[src/rtl/nvme_pcie_pkg.sv]
// Shared NVMe/PCIe definitions: arbiter state encoding and RQ width defaults.
package nvme_pcie_pkg;

    typedef enum logic {
        ARB_IDLE = 1'b0,
        ARB_BUSY = 1'b1
    } arb_state_t;

    localparam int RQ_DATA_WIDTH  = 128;
    localparam int RQ_TUSER_WIDTH = 62;

endpackage

[src/rtl/rq_arbiter_rr_pick.sv]
// Combinational round-robin priority encoder: first request at or after ptr.
module rr_pick #(
    parameter int NUM_SRC = 4,
    parameter int PW      = (NUM_SRC > 1) ? $clog2(NUM_SRC) : 1
) (
    input  logic [NUM_SRC-1:0] req,
    input  logic [PW-1:0]      ptr,
    output logic [NUM_SRC-1:0] gnt,
    output logic [PW-1:0]      index,
    output logic               any
);

    logic [PW-1:0] j;

    // Walk offsets from far to near so the closest request wins last.
    always_comb begin
        gnt   = '0;
        index = '0;
        j     = '0;
        for (int k = NUM_SRC - 1; k >= 0; k--) begin
            j = PW'((int'(ptr) + k) % NUM_SRC);
            if (req[j]) begin
                gnt    = '0;
                gnt[j] = 1'b1;
                index  = j;
            end
        end
    end

    assign any = |req;

endmodule

[src/rtl/rq_arbiter.sv]
// Packet-level round-robin arbiter sharing the PCIe RQ AXI4-Stream port.
module rq_arbiter
    import nvme_pcie_pkg::*;
#(
    parameter int NUM_SRC             = 4,
    parameter int C_DATA_WIDTH        = RQ_DATA_WIDTH,
    parameter int KEEP_WIDTH          = C_DATA_WIDTH / 32,
    parameter int AXI4_RQ_TUSER_WIDTH = RQ_TUSER_WIDTH
) (
    input  logic                                   user_clk,
    input  logic                                   user_reset_n,
    input  logic                                   user_lnk_up,
    input  logic [NUM_SRC*C_DATA_WIDTH-1:0]        src_tdata,
    input  logic [NUM_SRC*AXI4_RQ_TUSER_WIDTH-1:0] src_tuser,
    input  logic [NUM_SRC*KEEP_WIDTH-1:0]          src_tkeep,
    input  logic [NUM_SRC-1:0]                     src_tlast,
    input  logic [NUM_SRC-1:0]                     src_tvalid,
    output logic [NUM_SRC-1:0]                     src_tready,
    output logic [C_DATA_WIDTH-1:0]                s_axis_rq_tdata,
    output logic [AXI4_RQ_TUSER_WIDTH-1:0]         s_axis_rq_tuser,
    output logic [KEEP_WIDTH-1:0]                  s_axis_rq_tkeep,
    output logic                                   s_axis_rq_tlast,
    output logic                                   s_axis_rq_tvalid,
    input  logic [3:0]                             s_axis_rq_tready,
    output logic [NUM_SRC-1:0]                     arb_grant,
    output logic [15:0]                            arb_pkt_cnt,
    output logic                                   arb_drop
);

    localparam int PW = (NUM_SRC > 1) ? $clog2(NUM_SRC) : 1;

    arb_state_t         state;
    logic [NUM_SRC-1:0] grant;
    logic [PW-1:0]      g_idx;
    logic [PW-1:0]      rr_ptr;
    logic [PW-1:0]      nxt_ptr;
    logic [15:0]        pkt_cnt;
    logic               drop;

    logic               busy;
    logic               act;
    logic               rdy;
    logic               acc;
    logic [NUM_SRC-1:0] pick_gnt;
    logic [PW-1:0]      pick_idx;
    logic               pick_any;

    rr_pick #(
        .NUM_SRC (NUM_SRC),
        .PW      (PW)
    ) u_pick (
        .req   (src_tvalid),
        .ptr   (rr_ptr),
        .gnt   (pick_gnt),
        .index (pick_idx),
        .any   (pick_any)
    );

    assign busy = (state == ARB_BUSY);
    assign rdy  = |s_axis_rq_tready;
    // A down link blocks the handshake so no beat is lost mid-abort.
    assign act  = busy & user_lnk_up;
    assign acc  = s_axis_rq_tvalid & rdy;

    assign s_axis_rq_tvalid = act & src_tvalid[g_idx];
    assign src_tready       = (act & rdy) ? grant : '0;

    assign s_axis_rq_tdata = busy ?
        src_tdata[int'(g_idx)*C_DATA_WIDTH +: C_DATA_WIDTH] : '0;
    assign s_axis_rq_tuser = busy ?
        src_tuser[int'(g_idx)*AXI4_RQ_TUSER_WIDTH +: AXI4_RQ_TUSER_WIDTH] : '0;
    assign s_axis_rq_tkeep = busy ?
        src_tkeep[int'(g_idx)*KEEP_WIDTH +: KEEP_WIDTH] : '0;
    assign s_axis_rq_tlast = busy & src_tlast[g_idx];

    assign nxt_ptr = (g_idx == PW'(NUM_SRC - 1)) ? '0 : g_idx + PW'(1);

    always_ff @(posedge user_clk or negedge user_reset_n) begin
        if (!user_reset_n) begin
            state   <= ARB_IDLE;
            grant   <= '0;
            g_idx   <= '0;
            rr_ptr  <= '0;
            pkt_cnt <= '0;
            drop    <= 1'b0;
        end else begin
            drop <= 1'b0;
            unique case (state)
                ARB_IDLE: begin
                    if (user_lnk_up && pick_any) begin
                        grant <= pick_gnt;
                        g_idx <= pick_idx;
                        state <= ARB_BUSY;
                    end
                end
                ARB_BUSY: begin
                    if (!user_lnk_up) begin
                        rr_ptr <= nxt_ptr;
                        grant  <= '0;
                        drop   <= 1'b1;
                        state  <= ARB_IDLE;
                    end else if (acc && s_axis_rq_tlast) begin
                        rr_ptr  <= nxt_ptr;
                        pkt_cnt <= pkt_cnt + 16'd1;
                        grant   <= '0;
                        state   <= ARB_IDLE;
                    end
                end
            endcase
        end
    end

    assign arb_grant   = grant;
    assign arb_pkt_cnt = pkt_cnt;
    assign arb_drop    = drop;

endmodule

[config.mk]
export PLATFORM = sky130hd
export DESIGN_NAME = rq_arbiter
export DESIGN_NICKNAME = d
export VERILOG_FILES = /design/src/rtl/nvme_pcie_pkg.sv /design/src/rtl/rq_arbiter_rr_pick.sv /design/src/rtl/rq_arbiter.sv
export SDC_FILE = /design/constraint.sdc
export NUM_CORES = 1
export LEC_CHECK = 0
export ABC_AREA = 1
export CAP_MARGIN = 20
export CORE_AREA = 5 5 386 388
export DETAILED_ROUTE_END_ITERATION = 8
export DIE_AREA = 0 0 391 393
export GPL_TIMING_DRIVEN = 1
export PLACE_DENSITY_LB_ADDON = 0.3
export SLEW_MARGIN = 15
export SYNTH_ARGS = -nofsm -noshare
export SYNTH_HDL_FRONTEND = slang
export SYNTH_SLANG_ARGS = --single-unit
export TNS_END_PERCENT = 50
[constraint.sdc]
create_clock -name user_clk -period 2.7 [get_ports user_clk]
set_input_delay 0.54 -clock user_clk [delete_from_list [all_inputs] [get_ports user_clk]]
set_output_delay 0.54 -clock user_clk [all_outputs]
set_load 0.02 [all_outputs]
==> impl_metrics.yaml <==
status:
  status: "complete, but fails checks"
  violations: "setup timing"
route:
  final_antenna_net_count: 0
  vias_per_cell: 3.46
  vias: 16500
  wire_per_inst_microns: 23.9
  drt_iter0_drc: 876
  firstDrtPassIters: 6
  wl_microns: 114000
  drc: 0
power:
  peakVddDrop_mv: 0.283
  p_int_uw: 8850
  power_frac_seq: 0.033
  switching_share: 0.561
  powerDensity_nw_per_um2: 870
  clkPwrFrac: 0.020
  p_leak_uw: 0.00892
  power.switching_uw: 11300
  p_comb_frac: 0.948
cells_and_area:
  area_delta_synth_final_pct: 181
  layout-drive-gt1-share: 0.190
  final_nets: 3652
  fill_cells: 16900
  final_cells: 4784
worst_setup_path:
  crit_arrival_ns: 2.20
  crit_path_max_fanout: 19
  required_ns: 2.16
  worstSetupPathType: "flip-flop to output port"
  crit_path_start_kind: "flip-flop"
  worst_setup_path_end_kind: "output port"
die:
  initial_core_util: 0.0569
  die_w_microns: 391
  coreArea_sq_um: 145000
  io-pin-count: 1012
  die_h_microns: 393
  die-area_sq_um: 154000
  rows: 140
clocking:
  clkTransAtPathRegs_ns: 0.08
  cts_num_sinks: 26
  clockRootBuffer: "clkbuf_16"
  numCtsBuffers: 3
  clock_path_buffers: 2
  cts_hold_buf: 0
  cts_tree: "yes"
  clk_latency_ns: 0.27
  cts_max_level: 1
synth:
  synth_cells: 1756
  syn-num-nets: 2557
  avgSynthCellArea_sq_um: 4.70
  synth_area_leaders: "nor2_1, o21ai_0, a21oi_1"
  seq_area_frac_synth: 0.0788
  syn_area_sq_um: 8260
  synth_seq_cells: 26
  synth_cell_types: 30
  synth.top_cell.area_share: 0.364
  yosys.area.top_type: "nor2_1"
  yosysWarningCount: 0
timing:
  hold_viol_final: 0
  setup_violations: 7
  fin_crit_ns: 2.74
  setup_ws_ns: -0.0417
  max_freq_mhz: 365
  rsz0062_at_grt: "yes"
  slew_violations: 0
  maxSlewHeadroom: 0.679
  fin_skew_ns: 0.00937
  fin_crit_sh: 1.02
  whs_ns: 0.533
  tightest_slew_ns: 0.477
global_routing:
  grt_usage: 0.136
  gr-total-overflow: 0
  grt_pass1_vias: 16400
  grt_max_degree: 56
  antenna_found_initial: 63
  grt_pass1_wl_microns: 144000
placed_design:
  io_buffers: 1011
  gp_congestion: 0.932
  hpwlAfterDp_microns: 99300
  dpl.cell_count: 4728
job:
  drv_cap: 0
hold_path:
  hold_class: "flip-flop to flip-flop"
## layout make-up
class	instances	area, sq um	area share
well taps	1917	2400	0.104
multi-input cells	1547	7280	0.314
clock buffers	4	88.8	0.00384
inverters	30	178	0.00767
repair buffers	1243	12500	0.540
flip-flops and latches	26	658	0.0284
diodes	17	42.5	0.00184
## cells in the final DEF, fill, tap and decap left out, types with 9 or more instances in the layout
cell type,instances
a21oi_2,35
clkdlybuf4s50_1,810
nor2_4,20
o21ai_0,334
inv_1,25
buf_8,9
nor2_1,752
clkbuf_16,11
buf_12,60
buf_6,26
clkdlybuf4s15_2,12
nor2_2,33
diode_2,17
clkbuf_2,54
nand3_1,22
a21oi_1,163
buf_16,11
buf_4,202
o21ai_1,51
o21ai_2,18
buf_2,34
dfrtp_1,24
nand2_1,73
ha_1,10
## worst max-delay path, stage by stage (launching register included)
cell	delay (ns)
dfrtp_4	0.57
clkinv_16	0.09
buf_12	0.16
buf_16	0.19
buf_4	0.16
nor2_1	0.09
o21ai_1	0.07
a21oi_2	0.24
buf_4	0.16
buf_12	0.11
## synth_stat cells
| master | instances |
|---|---|
| dfrtp_1 | 26 |
| a31oi_1 | 1 |
| buf_2 | 51 |
| o21ai_1 | 4 |
| clkbuf_1 | 77 |
| nor4_1 | 1 |
| nand4_1 | 7 |
| o21ai_0 | 398 |
| inv_1 | 25 |
| ha_1 | 10 |
| buf_6 | 4 |
| xnor2_1 | 6 |
| nand2_2 | 3 |
| nor2_4 | 1 |
| clkinv_1 | 1 |
| a21oi_2 | 1 |
| o21ai_2 | 1 |
| xor2_1 | 8 |
| o211ai_1 | 2 |
| inv_4 | 1 |
| nor2_1 | 800 |
| nand3b_1 | 1 |
| nor2_2 | 4 |
| buf_4 | 1 |
| buf_1 | 20 |
| nand2_1 | 73 |
| nand3_1 | 22 |
| nor3_1 | 2 |
| a21oi_1 | 202 |
| inv_2 | 3 |
## cell families after synthesis
logic type / share of synthesized area
and+or+nand+nor: 0.425
xor gates and xnor gates: 0.0149
AOI/OAI and AO/OA: 0.371
adders and majority gates: 0.0152
DFF: 0.0788
buffers and inverters: 0.0953
## power groups by stage
stage	combinational [uW]	sequential (uW)	clock, uW
floorplan	7890	641	0
global placement	17800	750	0
detailed placement	17700	752	0
CTS	18300	668	418
global route	20800	679	430
finish	19100	657	395
## per-layer routing
metal,up-vias,global-route usage,wire length (microns)
li1,7983,-,-
met1,7675,0.167,46900
met2,728,0.232,54700
met3,126,0.0498,10900
met4,30,0.0211,1760
met5,-,0,198
## what timing repair did
action | in CTS | in global routing
setup endpoints to repair | 189 | 166
resized for setup | 410 | 314
buffers inserted | 11 | 15
cloned | 3 | 8
pin swaps | 19 | 40
## through the flow
| stage | cell area (sq um) | util | setup WS (ns) | setup TNS (ns) | power (uW) |
|---|---|---|---|---|---|
| after floorplan | 8260 | - | 0.599 | 0 | 8530 |
| after global placement | 22200 | 0.153 | -0.908 | -15.73 | 18500 |
| after detailed placement | 22200 | 0.153 | -0.851 | -15.13 | 18500 |
| after CTS | 22700 | 0.157 | -0.203 | -2.43 | 19400 |
| after global routing | 23100 | 0.159 | -0.138 | -2.72 | 21900 |
| final | 23200 | 0.160 | -0.0417 | -0.125 | 20200 |
## flip-flops by register name (all words and copies together), names as in the netlist
signal	count
arb_drop	1
arb_grant	4
arb_pkt_cnt	16
busy	1
g_idx	2
rr_ptr	2
## final timing paths
| kind | start | cells after the start | slack [ns] | endpoint |
|---|---|---|---|---|
| max in group asynchronous | user_reset_n | 2 | 1.70 | g_idx[0] |
| worst max register to register | g_idx[0] | 14 | 0.23 | arb_pkt_cnt[13] |
| worst max-delay path | g_idx[1] | 9 | -0.04 | s_axis_rq_tuser[4] |
| worst min register to register | arb_pkt_cnt[4] | 1 | 0.53 | arb_pkt_cnt[4] |
| min in group asynchronous | user_reset_n | 2 | 0.66 | arb_grant[0] |
| worst min-delay path | arb_pkt_cnt[4] | 1 | 0.53 | arb_pkt_cnt[4] |
(Power assumes the default switching activity.)
